<file path="config.mk">
export PLATFORM = sky130hd
export DESIGN_NAME = vec_ram_arbiter
export DESIGN_NICKNAME = d
export VERILOG_FILES = /design/src/rtl/vec_ram_arbiter_pkg.sv /design/src/rtl/vec_ram_cycle.sv /design/src/rtl/vec_ram_arbiter.sv
export SDC_FILE = /design/constraint.sdc
export NUM_CORES = 1
export LEC_CHECK = 0
export ABC_CLOCK_PERIOD_IN_PS = 4500
export BUFFER_PORTS_ARGS = -buffer_cell sky130_fd_sc_hd__buf_4
export CAP_MARGIN = 20
export CORE_ASPECT_RATIO = 1.4
export CORE_UTILIZATION = 50
export CTS_CLUSTER_DIAMETER = 50
export CTS_CLUSTER_SIZE = 10
export DETAILED_ROUTE_END_ITERATION = 12
export PLACE_DENSITY = 0.86
export SKIP_LAST_GASP = 1
export SLEW_MARGIN = 20
export SYNTH_ARGS = -nofsm -noshare
export SYNTH_HDL_FRONTEND = slang
export SYNTH_SLANG_ARGS = --single-unit
export TNS_END_PERCENT = 30
</file>
<file path="constraint.sdc">
create_clock -name clk -period 4.5 [get_ports clk]
set_clock_uncertainty 0.15 [all_clocks]
set_input_delay 0.225 -clock clk [delete_from_list [all_inputs] [get_ports clk]]
set_output_delay 0.225 -clock clk [all_outputs]
set_load 0.03 [all_outputs]
</file>
<file path="src/rtl/vec_ram_arbiter_pkg.sv">
// vec_ram_arbiter_pkg: shared state, grant encodings and width defaults for the vector RAM arbiter
package vec_ram_arbiter_pkg;
  localparam int ADDR_W_DEF = 24;
  localparam int DATA_W_DEF = 8;
  typedef enum logic [1:0] {IDLE, SETUP, STROBE, DONE} state_t;
  localparam logic GNT_EX = 1'b0;
  localparam logic GNT_HOST = 1'b1;
endpackage

</file>
<file path="src/rtl/vec_ram_cycle.sv">
// vec_ram_cycle: one async SRAM access per go (address setup, WAIT_STATES strobe cycles, hold)
module vec_ram_cycle
  import vec_ram_arbiter_pkg::*;
#(
  parameter int ADDR_W = ADDR_W_DEF,
  parameter int DATA_W = DATA_W_DEF,
  parameter int WAIT_STATES = 2
) (
  input  logic              clk,
  input  logic              reset,
  input  logic              go,
  input  logic              we,
  input  logic [ADDR_W-1:0] addr,
  input  logic [DATA_W-1:0] wdata,
  output logic              done,
  output logic              busy,
  output logic [DATA_W-1:0] rdata,
  output logic [ADDR_W-1:0] ram_addr,
  output logic [DATA_W-1:0] ram_dq_out,
  output logic              ram_dq_oe,
  input  logic [DATA_W-1:0] ram_dq_in,
  output logic              ram_ce_n,
  output logic              ram_oe_n,
  output logic              ram_we_n
);
  localparam int CW = $clog2(WAIT_STATES) + 1;
  if (WAIT_STATES < 1) begin : g_bad_wait
    $error("WAIT_STATES must be >= 1");
  end
  state_t state, state_nx;
  logic [CW-1:0] cnt;
  logic we_q;
  logic [ADDR_W-1:0] addr_q;
  logic [DATA_W-1:0] wdata_q;
  always_ff @(posedge clk) begin
    if (reset) begin
      state <= IDLE;
      cnt <= '0;
      we_q <= 1'b0;
      addr_q <= '0;
      wdata_q <= '0;
      rdata <= '0;
    end else begin
      state <= state_nx;
      cnt <= (state == SETUP) ? CW'(WAIT_STATES) : (state == STROBE) ? cnt - CW'(1) : cnt;
      if (state == IDLE && go) begin
        we_q <= we;
        addr_q <= addr;
        wdata_q <= wdata;
      end
      if (state == STROBE && cnt == CW'(1) && !we_q) rdata <= ram_dq_in;
    end
  end
  // Read data is sampled on the last strobe edge, so oe_n spans SETUP and STROBE.
  always_comb begin
    state_nx = (state == IDLE) ? (go ? SETUP : IDLE) :
               (state == SETUP) ? STROBE :
               (state == STROBE) ? ((cnt == CW'(1)) ? DONE : STROBE) : IDLE;
    busy = state != IDLE;
    done = state == DONE;
    ram_ce_n = !busy;
    ram_oe_n = !(!we_q && (state == SETUP || state == STROBE));
    ram_we_n = !(we_q && state == STROBE);
    ram_dq_oe = we_q && busy;
    ram_addr = addr_q;
    ram_dq_out = wdata_q;
  end
endmodule

</file>
<file path="src/rtl/vec_ram_arbiter.sv">
// vec_ram_arbiter: shares the vector SRAM between the executor (read-only) and the host loader,
// blocking host writes while a run is active.
module vec_ram_arbiter
  import vec_ram_arbiter_pkg::*;
#(
  parameter int ADDR_W = ADDR_W_DEF,
  parameter int DATA_W = DATA_W_DEF,
  parameter int WAIT_STATES = 2
) (
  input  logic              clk,
  input  logic              reset,
  input  logic              exec_active,
  input  logic              ex_req,
  input  logic [ADDR_W-1:0] ex_addr,
  output logic              ex_ack,
  output logic [DATA_W-1:0] ex_data,
  input  logic              host_req,
  input  logic              host_we,
  input  logic [ADDR_W-1:0] host_addr,
  input  logic [DATA_W-1:0] host_wdata,
  output logic              host_ack,
  output logic              host_err,
  output logic [DATA_W-1:0] host_rdata,
  output logic [ADDR_W-1:0] ram_addr,
  output logic [DATA_W-1:0] ram_dq_out,
  output logic              ram_dq_oe,
  input  logic [DATA_W-1:0] ram_dq_in,
  output logic              ram_ce_n,
  output logic              ram_oe_n,
  output logic              ram_we_n,
  output logic              busy
);
  logic go, done, rej, rej_q, host_ok, gnt, gnt_nx, gnt_we, cyc_we, last_grant;
  logic [ADDR_W-1:0] cyc_addr;
  logic [DATA_W-1:0] rdata, ex_data_q, host_rdata_q;
  // A host request seen in its own reject-ack cycle is stale, not a new request.
  always_comb begin
    host_ok = host_req && !rej_q;
    go = !busy && (ex_req || (host_ok && !(exec_active && host_we)));
    rej = !busy && exec_active && !ex_req && host_ok && host_we;
    gnt_nx = (!exec_active && ex_req && host_ok) ? ~last_grant : (ex_req ? GNT_EX : GNT_HOST);
    cyc_we = gnt_nx == GNT_HOST && host_we;
    cyc_addr = (gnt_nx == GNT_HOST) ? host_addr : ex_addr;
    ex_ack = done && gnt == GNT_EX;
    host_ack = (done && gnt == GNT_HOST) || rej_q;
    host_err = rej_q;
    ex_data = ex_ack ? rdata : ex_data_q;
    host_rdata = (done && gnt == GNT_HOST && !gnt_we) ? rdata : host_rdata_q;
  end
  always_ff @(posedge clk) begin
    if (reset) begin
      gnt <= GNT_EX;
      gnt_we <= 1'b0;
      last_grant <= GNT_HOST;
      rej_q <= 1'b0;
      ex_data_q <= '0;
      host_rdata_q <= '0;
    end else begin
      rej_q <= rej;
      ex_data_q <= ex_data;
      host_rdata_q <= host_rdata;
      if (go) begin
        gnt <= gnt_nx;
        gnt_we <= cyc_we;
      end
      if (done) last_grant <= gnt;
    end
  end
  vec_ram_cycle #(
    .ADDR_W(ADDR_W),
    .DATA_W(DATA_W),
    .WAIT_STATES(WAIT_STATES)
  ) u_cycle (
    .clk(clk),
    .reset(reset),
    .go(go),
    .we(cyc_we),
    .addr(cyc_addr),
    .wdata(host_wdata),
    .done(done),
    .busy(busy),
    .rdata(rdata),
    .ram_addr(ram_addr),
    .ram_dq_out(ram_dq_out),
    .ram_dq_oe(ram_dq_oe),
    .ram_dq_in(ram_dq_in),
    .ram_ce_n(ram_ce_n),
    .ram_oe_n(ram_oe_n),
    .ram_we_n(ram_we_n)
  );
endmodule

</file>
# After elaboration in Yosys (flattened, before gate mapping)
# Index checks and enable logic that the tools add are counted.
# totals
elab_cells,68
out_inout_bits,56
reg_bits,65
# classes
n_eq_ne,4
muxes,12
reduce_logical,36
n_bitwise,2
addsub,1
# ops
op,n
$mux W24,1
$logic_and A1 B1 Y1,20
$mux W8,2
$mux W2,5
$logic_not A1 Y1,9
$eq A2 B1 Y1 const B,2
$eq A2 B2 Y1 const B,2
$mux W1,4
$reduce_bool A2 Y1,2
$logic_or A1 B1 Y1,3
$logic_not A2 Y1,1
$not A1 Y1,2
$reduce_or A2 Y1,1
$sub A2 B1 Y2 const B,1

# Depth between registers and ports, before layout
# Gate-level depths: netlist of run 1.
# logic_depth
ltp_word,7
ltp_mapped,7
mapped_depth_nobuf,5

# Modules after synthesis
# Synthesis of run 1 repeated with hierarchy kept, for this count alone.
# hier_totals
hier_cells,320
area_unflattened_um2,3392.0
# modules_own_cells
mod,seq_area_each_um2,n_inst,area_each_um2,cells_per_inst
vec_ram_cycle,900.9,1,2228.4,212
vec_ram_arbiter,400.4,1,1163.6,108

# Worst setup path before layout of run 1
# OpenSTA, ideal clock, no wires.
# synth_timing
kind,register -> output
start,register u_cycle.state[0]
end,output ram_dq_oe
arrival_ps,1630
slack_ps,2495
path_stages_with_launch,6
path_cell_list,dfxtp_1 -> inv_1 -> ha_1 -> buf_2 -> buf_1 -> nor2_1
# synth_via
elab_chain_cells,2
# synth_rtl
element,line,text
start: declaration,vec_ram_cycle.sv:30,"state_t state, state_nx;"
start signal: assignment,vec_ram_cycle.sv:44,state <= state_nx;
$reduce_bool A2 Y1,vec_ram_cycle.sv:59,busy = state != IDLE;
$logic_and A1 B1 Y1,vec_ram_cycle.sv:64,ram_dq_oe = we_q && busy;
end: declaration,vec_ram_arbiter.sv:26,"output logic ram_dq_oe,"
# Every way passes these cells.

# Worst setup path in the final report of run 1
# layout_timing
start,register u_cycle.state[0]
end,output busy
# layout_via
elab_chain_cells,1
# layout_rtl
element,line,text
$reduce_bool A2 Y1,vec_ram_cycle.sv:59,
end: declaration,vec_ram_arbiter.sv:31,output logic busy
# Every way passes these cells.

==> flow_metrics.py, run 1 <==
metrics = {
    "floorplanning": {
        "pin_count": 126,
        "dieArea_um2": 5880,
        "core_area_um2": 5280,
        "die_width_um": 65.1,
        "initial_core_util_pct": 52.8,
        "dieHeight_um": 90.4,
        "std_cell_rows": 31,
    },
    "setup_path": {
        "slowest_delay_ns": 0.62,
        "worstPathBufferInverterCount": 4,
        "worstPathCellList": "inv_1 -> ha_1 -> buf_4 -> inv_1 -> buf_4",
        "rr_worst_depth": 6,
        "critPathArrivalTime_ns": 2.25,
        "timing.reg2reg.setup_slack_ns": 2.13,
        "regToRegStartpoint": "u_cycle.state[0]",
        "start_kind": "register",
        "timing.critical_path.to_type": "primary output",
        "critical_path.slowest_cell": "ha_1",
        "cp_max_fo": 24,
        "rr_endpoint": "u_cycle.ram_addr[8]",
        "critPathKind": "reg2out",
        "critical-path-top-delay-family": "buffers and inverters",
        "cp_data_required_time_ns": 4.12,
    },
    "min_path": {
        "holdCritPathClass": "in2reg",
        "whs_path_depth": 3,
        "holdCritStartpoint": "ex_addr[7]",
        "worst_hold_path.endpoint": "u_cycle.ram_addr[7]",
    },
    "finish": {
        "layout.filler_cells": 379,
        "utilization_pct": 78.2,
        "area_growth_syn_to_layout_pct": 47.9,
        "layout_commonest_cell": "buf_4",
        "layout-drive-gt1-share_pct": 41.7,
        "diodes": 0,
        "most-common-layout-cells": "buf_4 (126), dfxtp_1 (64), nor2_1 (60), a21oi_1 (38), nor4_2 (20)",
        "ff_latch_area_um2": 1280,
        "finish.net_count": 509,
        "multiInputGateArea_um2": 1370,
    },
    "timing": {
        "setup-tns-final_ns": 0,
        "finalCritPeriodShare_pct": 58.3,
        "hold_ws_ns": 0.0139,
        "setup_violations": 0,
        "slew_viol_final": 0,
        "report.final.hold_viol_count": 0,
        "fmaxAchievable_mhz": 381,
        "finalWorstPathRequiredPeriod_ns": 2.63,
        "grt_setup_unrepaired": "no",
        "worst_slew_pin_slew_ns": 1.10,
        "finalWorstSetupSlack_ns": 1.87,
        "relSlewSlack_pct": 26.4,
    },
    "cts": {
        "clkLatencyLatePin_ns": 0.34,
        "cts_tree": "done",
        "cts-buffers-inserted": 9,
        "post_cts.resized_instances": 0,
        "clkSinkCount": 64,
        "h-tree-depth": 3,
        "clock_root_buffer_master": "clkbuf_8",
        "clk_transition_reported_paths_ns": 0.07,
        "cts.repair_timing.setup_buffer_count": 0,
        "clock_path_buffers": 2,
    },
    "placement": {
        "buffer_ports.inserted": 125,
        "hpwlAfterDp_um": 5190,
        "pre_cts_ws_ns": 2.18,
        "gp_congestion": 0.759,
    },
    "synthesis": {
        "synthesis.instances": 302,
        "syn_area_um2": 2790,
        "syn_nets": 377,
        "avgSynthCellArea_um2": 9.23,
        "yosys_register_bits": 64,
        "netlist-cell-type-count": 30,
        "synth-main-ff-cell": "dfxtp_1",
        "synth_warnings": 0,
        "async_set_or_reset_flop_fraction_in_the_synthesized_netlist_pct": 0,
        "sequential_fraction_of_the_synthesis_area_pct": 46.0,
        "synth_edf_count": 0,
    },
    "power": {
        "power_frac_comb_pct": 20.4,
        "power.sequential.fraction_pct": 39.9,
        "power.switching_w": 0.000424,
        "power_report.internal_total_w": 0.00113,
        "pwr_density_cell_nw_per_um2": 378,
        "vdd.ir_drop.worst_mv": 0.255,
        "sw_frac_of_total_pct": 27.3,
        "leak_nw": 1.91,
        "p_total_w": 0.00156,
        "share_clk_of_total_power_pct": 39.6,
    },
    "drt": {
        "drt_first_iter_violations": 187,
        "number_of_vias_after_detailed_routing": 2716,
        "finalWirelength_um": 8070,
        "detail_route.drc_violations": 0,
        "via_per_inst": 5.38,
        "ant_nets": 0,
        "drtPass1Iterations": 4,
        "routedWlPerCell_um": 16.0,
    },
    "job": {
        "max_cap_viol_count": 0,
    },
    "global_routing": {
        "grt_pass1_vias": 2657,
        "overflow": 0,
        "grt_first_pass_wirelength_um": 12200,
        "initial_antenna_violation_count": 0,
        "largest_net_degree_at_the_start_of_global_routing": 65,
        "global_route.usage.total_pct": 27.4,
    },
    "status": {
        "run_status": "completed",
    },
}
==> state kept, by name, indices dropped and copies added, names as in the netlist <==
| name | count |
|---|---|
| u_cycle.ram_addr | 24 |
| ex_data_q | 8 |
| host_rdata_q | 8 |
| u_cycle.ram_dq_out | 8 |
| u_cycle.rdata | 8 |
| u_cycle.cnt | 2 |
| u_cycle.state | 2 |
| gnt | 1 |
| gnt_we | 1 |
| host_err | 1 |
| last_grant | 1 |
==> area by class of cell <==
class	count	share of cell area, %
sequential	64	31.1
multi-input combinational	210	33.3
tap	66	2.00
timing repair buffer	142	26.8
clock inverter	5	2.49
clock buffer	11	3.67
inverter	7	0.637
==> worst max-delay path by stage <==
stage	cells after the start	endpoint	slack [ns]	from
detailed placement	6	u_cycle.ram_addr[8]	2.18	u_cycle.state[0]
finish	5	busy	1.87	u_cycle.state[0]
floorplan	5	ram_dq_oe	2.50	u_cycle.state[0]
global placement	5	u_cycle.ram_addr[15]	2.26	u_cycle.state[0]
global route	5	busy	1.76	u_cycle.state[0]
CTS	5	busy	1.89	u_cycle.state[0]
==> metal layers <==
layer / track usage [%] / wire length [um] / vias to the layer above
li1: - / - / 1307
met3: 8.21 / 655 / 17
met2: 48.6 / 4230 / 133
met1: 27.8 / 3000 / 1259
met5: 0 / 0 / -
met4: 14.5 / 192 / 0
==> through the flow <==
stage,cell area [um^2],instances
finish,4120,505
global placement,3710,473
detailed placement,3710,473
CTS,4120,505
floorplan,2790,302
global route,4120,505
==> power by group through the flow <==
| stage | sequential [W] | combinational (W) | clock (W) |
|---|---|---|---|
| final | 0.000622 | 0.000318 | 0.000617 |
| after global routing | 0.000624 | 0.000338 | 0.000654 |
| after CTS | 0.000621 | 0.000316 | 0.000626 |
| after detailed placement | 0.000633 | 0.000303 | 0 |
| after global placement | 0.000632 | 0.000297 | 0 |
| after floorplan | 0.000689 | 0.000127 | 0 |
==> kinds of logic (layout without fill, tap and decap cells) <==
logic type	after synthesis	after routing	share of synthesized area (%)
buffers and inverters	28	165	4.80
multiplexers	24	24	9.34
XOR/XNOR	1	1	0.314
AO/OA/AOI/OAI	52	52	10.2
flip-flops	64	64	46.0
AND/OR/NAND/NOR	128	128	27.1
adder cells (fa/ha/maj)	5	5	2.24
==> cell usage after synthesis (2+ instances only) <==
cell | instances | area, um^2
dfxtp_1 | 64 | 1280
a21oi_1 | 38 | 190
nand2_1 | 8 | 30.0
clkbuf_1 | 9 | 33.8
buf_6 | 2 | 22.5
nor2b_1 | 16 | 100
nand3_1 | 11 | 55.1
nor2_1 | 60 | 225
ha_1 | 5 | 62.6
nor4_1 | 5 | 31.3
inv_1 | 7 | 26.3
nor4_2 | 20 | 250
buf_2 | 8 | 40.0
nand2b_1 | 2 | 12.5
o21ai_0 | 10 | 50.1
mux2_2 | 16 | 180
mux2i_1 | 8 | 80.1
==> worst min-delay path: stages <==
cell,delay [ns]
buf_4,0.08
nor2_1,0.04
nor4_2,0.11
==> repair_timing <==
action	CTS	global route
hold endpoints to repair	16	0
hold buffers	16	0
endpoints found under the setup margin	0	0
No activity file was read; power rests on OpenSTA's default activity.
==> run 2: changes to the inputs <==
--- a/config.mk
+++ b/config.mk
@@ -5,15 +5,15 @@
 export SDC_FILE = /design/constraint.sdc
 export NUM_CORES = 1
 export LEC_CHECK = 0
-export ABC_CLOCK_PERIOD_IN_PS = 4500
+export ABC_CLOCK_PERIOD_IN_PS = 2700
 export BUFFER_PORTS_ARGS = -buffer_cell sky130_fd_sc_hd__buf_4
 export CAP_MARGIN = 20
 export CORE_ASPECT_RATIO = 1.4
-export CORE_UTILIZATION = 50
+export CORE_UTILIZATION = 47
 export CTS_CLUSTER_DIAMETER = 50
 export CTS_CLUSTER_SIZE = 10
 export DETAILED_ROUTE_END_ITERATION = 12
-export PLACE_DENSITY = 0.86
+export PLACE_DENSITY = 0.82
 export SKIP_LAST_GASP = 1
 export SLEW_MARGIN = 20
 export SYNTH_ARGS = -nofsm -noshare
==> constraint.sdc (replaced) <==
create_clock -name clk -period 2.7 [get_ports clk]
set_clock_uncertainty 0.15 [all_clocks]
set_input_delay 0.135 -clock clk [delete_from_list [all_inputs] [get_ports clk]]
set_output_delay 0.135 -clock clk [all_outputs]
set_load 0.03 [all_outputs]
==> flow_metrics.py, run 2 (synthesized netlist as in run 1, its figures left out) <==
metrics = {
    "status": {
        "run_status": "completed",
    },
    "timing": {
        "worst_slew_pin_slew_ns": 0.776,
        "slew_viol_final": 0,
        "grt_setup_unrepaired": "yes",
        "relSlewSlack_pct": 48.3,
        "setup_violations": 0,
        "finalWorstPathRequiredPeriod_ns": 2.56,
        "hold_ws_ns": 0.176,
        "finalCritPeriodShare_pct": 94.7,
        "report.final.hold_viol_count": 0,
        "setup-tns-final_ns": 0,
        "fmaxAchievable_mhz": 391,
    },
    "placement": {
        "gp_congestion": 0.772,
        "hpwlAfterDp_um": 5380,
        "buffer_ports.inserted": 125,
    },
    "drt": {
        "drtPass1Iterations": 5,
        "routedWlPerCell_um": 20.0,
        "drt_first_iter_violations": 338,
        "ant_nets": 0,
        "number_of_vias_after_detailed_routing": 3156,
        "via_per_inst": 5.63,
        "finalWirelength_um": 11200,
        "detail_route.drc_violations": 0,
    },
    "global_routing": {
        "global_route.usage.total_pct": 38.1,
        "largest_net_degree_at_the_start_of_global_routing": 65,
        "grt_pass1_vias": 3414,
        "overflow": 0,
        "initial_antenna_violation_count": 0,
        "grt_first_pass_wirelength_um": 17300,
    },
    "setup_path": {
        "cp_data_required_time_ns": 2.84,
        "cp_max_fo": 25,
        "critPathArrivalTime_ns": 2.69,
        "critPathKind": "reg2reg",
        "start_kind": "register",
        "timing.critical_path.to_type": "register",
    },
    "floorplanning": {
        "dieArea_um2": 6250,
        "std_cell_rows": 32,
        "pin_count": 126,
        "core_area_um2": 5610,
        "initial_core_util_pct": 49.7,
        "die_width_um": 67.1,
        "dieHeight_um": 93.1,
    },
    "power": {
        "vdd.ir_drop.worst_mv": 0.471,
        "pwr_density_cell_nw_per_um2": 573,
        "leak_nw": 2.17,
    },
    "min_path": {
        "holdCritPathClass": "in2reg",
    },
    "cts": {
        "cts-buffers-inserted": 9,
        "clkLatencyLatePin_ns": 0.35,
        "cts.repair_timing.setup_buffer_count": 0,
        "clock_path_buffers": 2,
        "cts_tree": "done",
        "clk_transition_reported_paths_ns": 0.08,
        "clock_root_buffer_master": "clkbuf_8",
        "clkSinkCount": 64,
        "h-tree-depth": 3,
    },
    "finish": {
        "finish.net_count": 563,
        "area_growth_syn_to_layout_pct": 67.1,
        "layout-drive-gt1-share_pct": 37.7,
        "most-common-layout-cells": "buf_4 (127), dlygate4sd3_1 (67), dfxtp_1 (64), nor2_1 (60), a21oi_1 (38)",
        "diodes": 0,
        "layout_commonest_cell": "buf_4",
        "largest_register_ff_count": 24,
    },
    "job": {
        "max_cap_viol_count": 0,
    },
}
run 2: cell count changes in the layout (fill, tap and decap cells not counted), sizes merged:
| cell | previous run | this run |
|---|---|---|
| dlygate4sd3 | 16 | 67 |
| buf | 126 | 128 |
| bufinv | 3 | 2 |
| clkbuf | 11 | 10 |
| clkinv | 1 | 2 |
| clkinvlp | 1 | 2 |
| o211ai | 1 | 2 |
run 2: metal layers:
metal	GRT usage [%]	share of wire (%)
met1	35.0	33
met2	66.7	52
met3	17.2	9.3
met4	21.6	5.1
met5	0	0
run 2: cell type report:
type / instances / area (um^2)
Sequential cell: 64 / 1280
Tap cell: 68 / 85.1
Timing Repair Buffer: 195 / 1640
Multi-Input combinational cell: 211 / 1390
Clock buffer: 10 / 138
Inverter: 7 / 26.3
Clock inverter: 6 / 92.6
Fill cell: 317 / 946
run 2: final timing paths:
check                         from               endpoint  slack, ns  depth (start not counted)
min reg2reg  u_cycle.ram_dq_out[2]  u_cycle.ram_dq_out[2]       0.33                          2
max reg2reg               host_err   u_cycle.ram_addr[14]       0.14                          6
min                          reset       u_cycle.rdata[1]       0.18                          2
max                       host_err   u_cycle.ram_addr[14]       0.14                          6
run 2: per-stage QoR:
stage	setup slack, ns	total power [W]	instance area [um^2]	instances	utilization (%)
after floorplan	0.785	0.00136	2790	302	-
after global placement	0.909	0.00156	3740	477	66.7
after detailed placement	0.831	0.00157	3740	477	66.7
after CTS	0.265	0.00260	4640	560	82.8
after global routing	-0.0239	0.00274	4660	561	83.1
final	0.142	0.00267	4660	561	83.1
run 2: what timing repair did:
item                                    4_1_cts  5_1_grt
endpoints found under the hold margin        42        0
resized for setup                             0        1
hold buffers                                 67        0
endpoints found under the setup margin        0        1
run 2: critical path, stage by stage, from the launching register on:
cell and delay (ns):
dfxtp_1 0.35, and2b_2 0.31, a21o_1 0.38, buf_12 0.23, a21oi_1 0.11, nor4_2 0.32
dlygate4sd3_1 0.64
run 2: where the power goes:
part	internal, W	switching (W)
Combinational	0.000305	0.000361
Clock	0.000548	0.000416
Sequential	0.00100	0.0000394
==> run 3: changes to the inputs <==
--- a/config.mk
+++ b/config.mk
@@ -5,7 +5,7 @@
 export SDC_FILE = /design/constraint.sdc
 export NUM_CORES = 1
 export LEC_CHECK = 0
-export ABC_CLOCK_PERIOD_IN_PS = 2700
+export ABC_CLOCK_PERIOD_IN_PS = 2380
 export BUFFER_PORTS_ARGS = -buffer_cell sky130_fd_sc_hd__buf_4
 export CAP_MARGIN = 20
 export CORE_ASPECT_RATIO = 1.4
==> constraint.sdc (replaced) <==
create_clock -name clk -period 2.38 [get_ports clk]
set_clock_uncertainty 0.15 [all_clocks]
set_input_delay 0.119 -clock clk [delete_from_list [all_inputs] [get_ports clk]]
set_output_delay 0.119 -clock clk [all_outputs]
set_load 0.03 [all_outputs]
==> flow_metrics.py, run 3 (synthesized netlist as in run 1, its figures left out) <==
metrics = {
    "status": {
        "run_status": "complete, but fails checks",
        "failing_checks": "negative setup slack",
    },
    "timing": {
        "fmaxAchievable_mhz": 419,
        "grt_setup_unrepaired": "yes",
        "report.final.hold_viol_count": 0,
        "slew_viol_final": 0,
        "relSlewSlack_pct": 49.3,
        "worst_slew_pin_slew_ns": 0.761,
        "finalWorstPathRequiredPeriod_ns": 2.39,
        "finalCritPeriodShare_pct": 100,
        "finalWorstSetupSlack_ns": -0.00765,
        "setup_violations": 1,
    },
    "floorplanning": {
        "dieArea_um2": 6250,
        "initial_core_util_pct": 49.7,
        "die_width_um": 67.1,
        "core_area_um2": 5610,
        "dieHeight_um": 93.1,
        "pin_count": 126,
        "std_cell_rows": 32,
    },
    "drt": {
        "wl_met3_um": 994,
        "drt_first_iter_violations": 295,
        "wl_met1_um": 3970,
        "routedWlPerCell_um": 20.1,
        "finalWirelength_um": 11400,
        "via_per_inst": 5.76,
        "number_of_vias_after_detailed_routing": 3268,
        "route.met2.wl_um": 5750,
        "ant_nets": 0,
        "dr.max_layer_used": "met4",
        "drtPass1Iterations": 6,
        "detail_route.drc_violations": 0,
    },
    "setup_path": {
        "critPathArrivalTime_ns": 2.46,
        "crit_path_end": "u_cycle.ram_addr[8]",
        "slowest_delay_ns": 0.61,
        "worstPathCellList": "dlygate4sd3_1 -> buf_4 -> nor2_1 -> o211ai_4 -> nor2_1 -> nor4_2 -> dlygate4sd3_1",
        "timing.critical_path.to_type": "register",
        "worstPathBufferInverterCount": 3,
        "rr_worst_depth": 6,
        "regToRegStartpoint": "host_err",
        "critical_path.slowest_cell": "dlygate4sd3_1",
        "rr_endpoint": "u_cycle.ram_addr[13]",
        "crit_cells": 7,
        "timing.reg2reg.setup_slack_ns": 0.01,
        "cp_data_required_time_ns": 2.46,
        "cp_max_fo": 13,
        "critPathKind": "in2reg",
        "critical-path-top-delay-family": "buffers and inverters",
        "start_kind": "input pin",
        "crit_path_start": "ex_req",
    },
    "finish": {
        "most-common-layout-cells": "buf_4 (130), dlygate4sd3_1 (67), dfxtp_1 (64), nor2_1 (57), a21oi_1 (38)",
        "area_growth_syn_to_layout_pct": 70.2,
        "layout_commonest_cell": "buf_4",
        "layout.filler_cells": 304,
        "diodes": 0,
        "multiInputGateArea_um2": 1430,
        "ff_latch_area_um2": 1280,
        "layoutNonFillerInstCount": 567,
        "finish.net_count": 569,
        "largest_register_ff_count": 24,
        "layout-drive-gt1-share_pct": 39.3,
    },
    "power": {
        "p_total_w": 0.00299,
        "pwr_density_cell_nw_per_um2": 630,
        "leak_nw": 2.21,
        "vdd.ir_drop.worst_mv": 0.463,
    },
    "cts": {
        "h-tree-depth": 3,
        "clock_root_buffer_master": "clkbuf_8",
        "clock_path_buffers": 2,
        "clk_transition_reported_paths_ns": 0.07,
        "cts-buffers-inserted": 9,
        "clkSinkCount": 64,
        "clkLatencyLatePin_ns": 0.34,
        "cts_tree": "done",
    },
    "global_routing": {
        "global_route.usage.total_pct": 34.8,
        "largest_net_degree_at_the_start_of_global_routing": 65,
        "overflow": 0,
        "grt_pass1_vias": 3269,
        "initial_antenna_violation_count": 0,
        "grt_first_pass_wirelength_um": 16000,
    },
    "placement": {
        "dp_cells": 476,
        "buffer_ports.inserted": 125,
        "hpwlAfterDp_um": 5250,
        "gp_congestion": 0.746,
    },
    "job": {
        "max_cap_viol_count": 0,
    },
    "min_path": {
        "holdCritPathClass": "in2reg",
    },
}
run 3: cell count changes in the layout (fill, tap and decap cells not counted), sizes merged:
cell / before / now
nand3: 12 / 13
clkinvlp: 2 / 0
buf: 128 / 132
clkbuf: 10 / 11
clkinv: 2 / 4
run 3: timing repair:
action / in CTS / in global routing
hold buffers: 66 / 1
gates resized for setup: 0 / 9
endpoints found under the setup margin: 0 / 21
setup buffers: 0 / 5
endpoints found under the hold margin: 42 / 1
run 3: stage by stage:
step / setup TNS [ns] / setup slack [ns] / util [%] / hold WS, ns / instance area, um^2
floorplan: 0 / 0.481 / - / 0.0447 / 2790
global placement: 0 / 0.610 / 66.8 / 0.196 / 3740
detailed placement: 0 / 0.515 / 66.8 / 0.210 / 3740
CTS: 0 / 0.0306 / 82.3 / 0.0139 / 4620
global route: -0.665 / -0.166 / 84.7 / 0.190 / 4750
finish: -0.00765 / -0.00765 / 84.7 / 0.192 / 4750
run 3: worst min path at each step:
stage / startpoint / to / cells after the start
after global routing: reset / u_cycle.rdata[4] / 2
after CTS: host_addr[15] / u_cycle.ram_addr[15] / 3
final: reset / u_cycle.rdata[4] / 2
after global placement: ram_dq_in[4] / u_cycle.rdata[4] / 3
after detailed placement: ram_dq_in[2] / u_cycle.rdata[2] / 3
after floorplan: ex_req / host_err / 1
run 3: per-layer routing:
metal	vias up	track usage, %
met4	0	19.7
met1	1548	35.1
met5	-	0
met3	67	12.9
met2	224	59.5
li1	1429	-
run 3: worst reg2reg max path: cells and delay by family, from the launching register on:
| kind | cells | cell delay [ns] |
|---|---|---|
| and+or+nand+nor | 2 | 0.33 |
| DFF | 1 | 0.42 |
| AOI/OAI and AO/OA | 2 | 0.58 |
| buffers and inverters | 2 | 0.78 |
run 3: area by class of cell:
class / count / share of cell area [%]
Tap cell: 68 / 1.79
Clock buffer: 10 / 2.69
Inverter: 7 / 0.554
Multi-Input combinational cell: 212 / 30.1
Sequential cell: 64 / 27.0
Timing Repair Buffer: 200 / 36.1
Clock inverter: 6 / 1.77
run 3: report_power, final:
group          switching [W]  internal, W  total, W
sequential         0.0000439      0.00114   0.00118
combinational       0.000423     0.000366  0.000788
clock               0.000435     0.000586   0.00102
total               0.000901      0.00209   0.00299
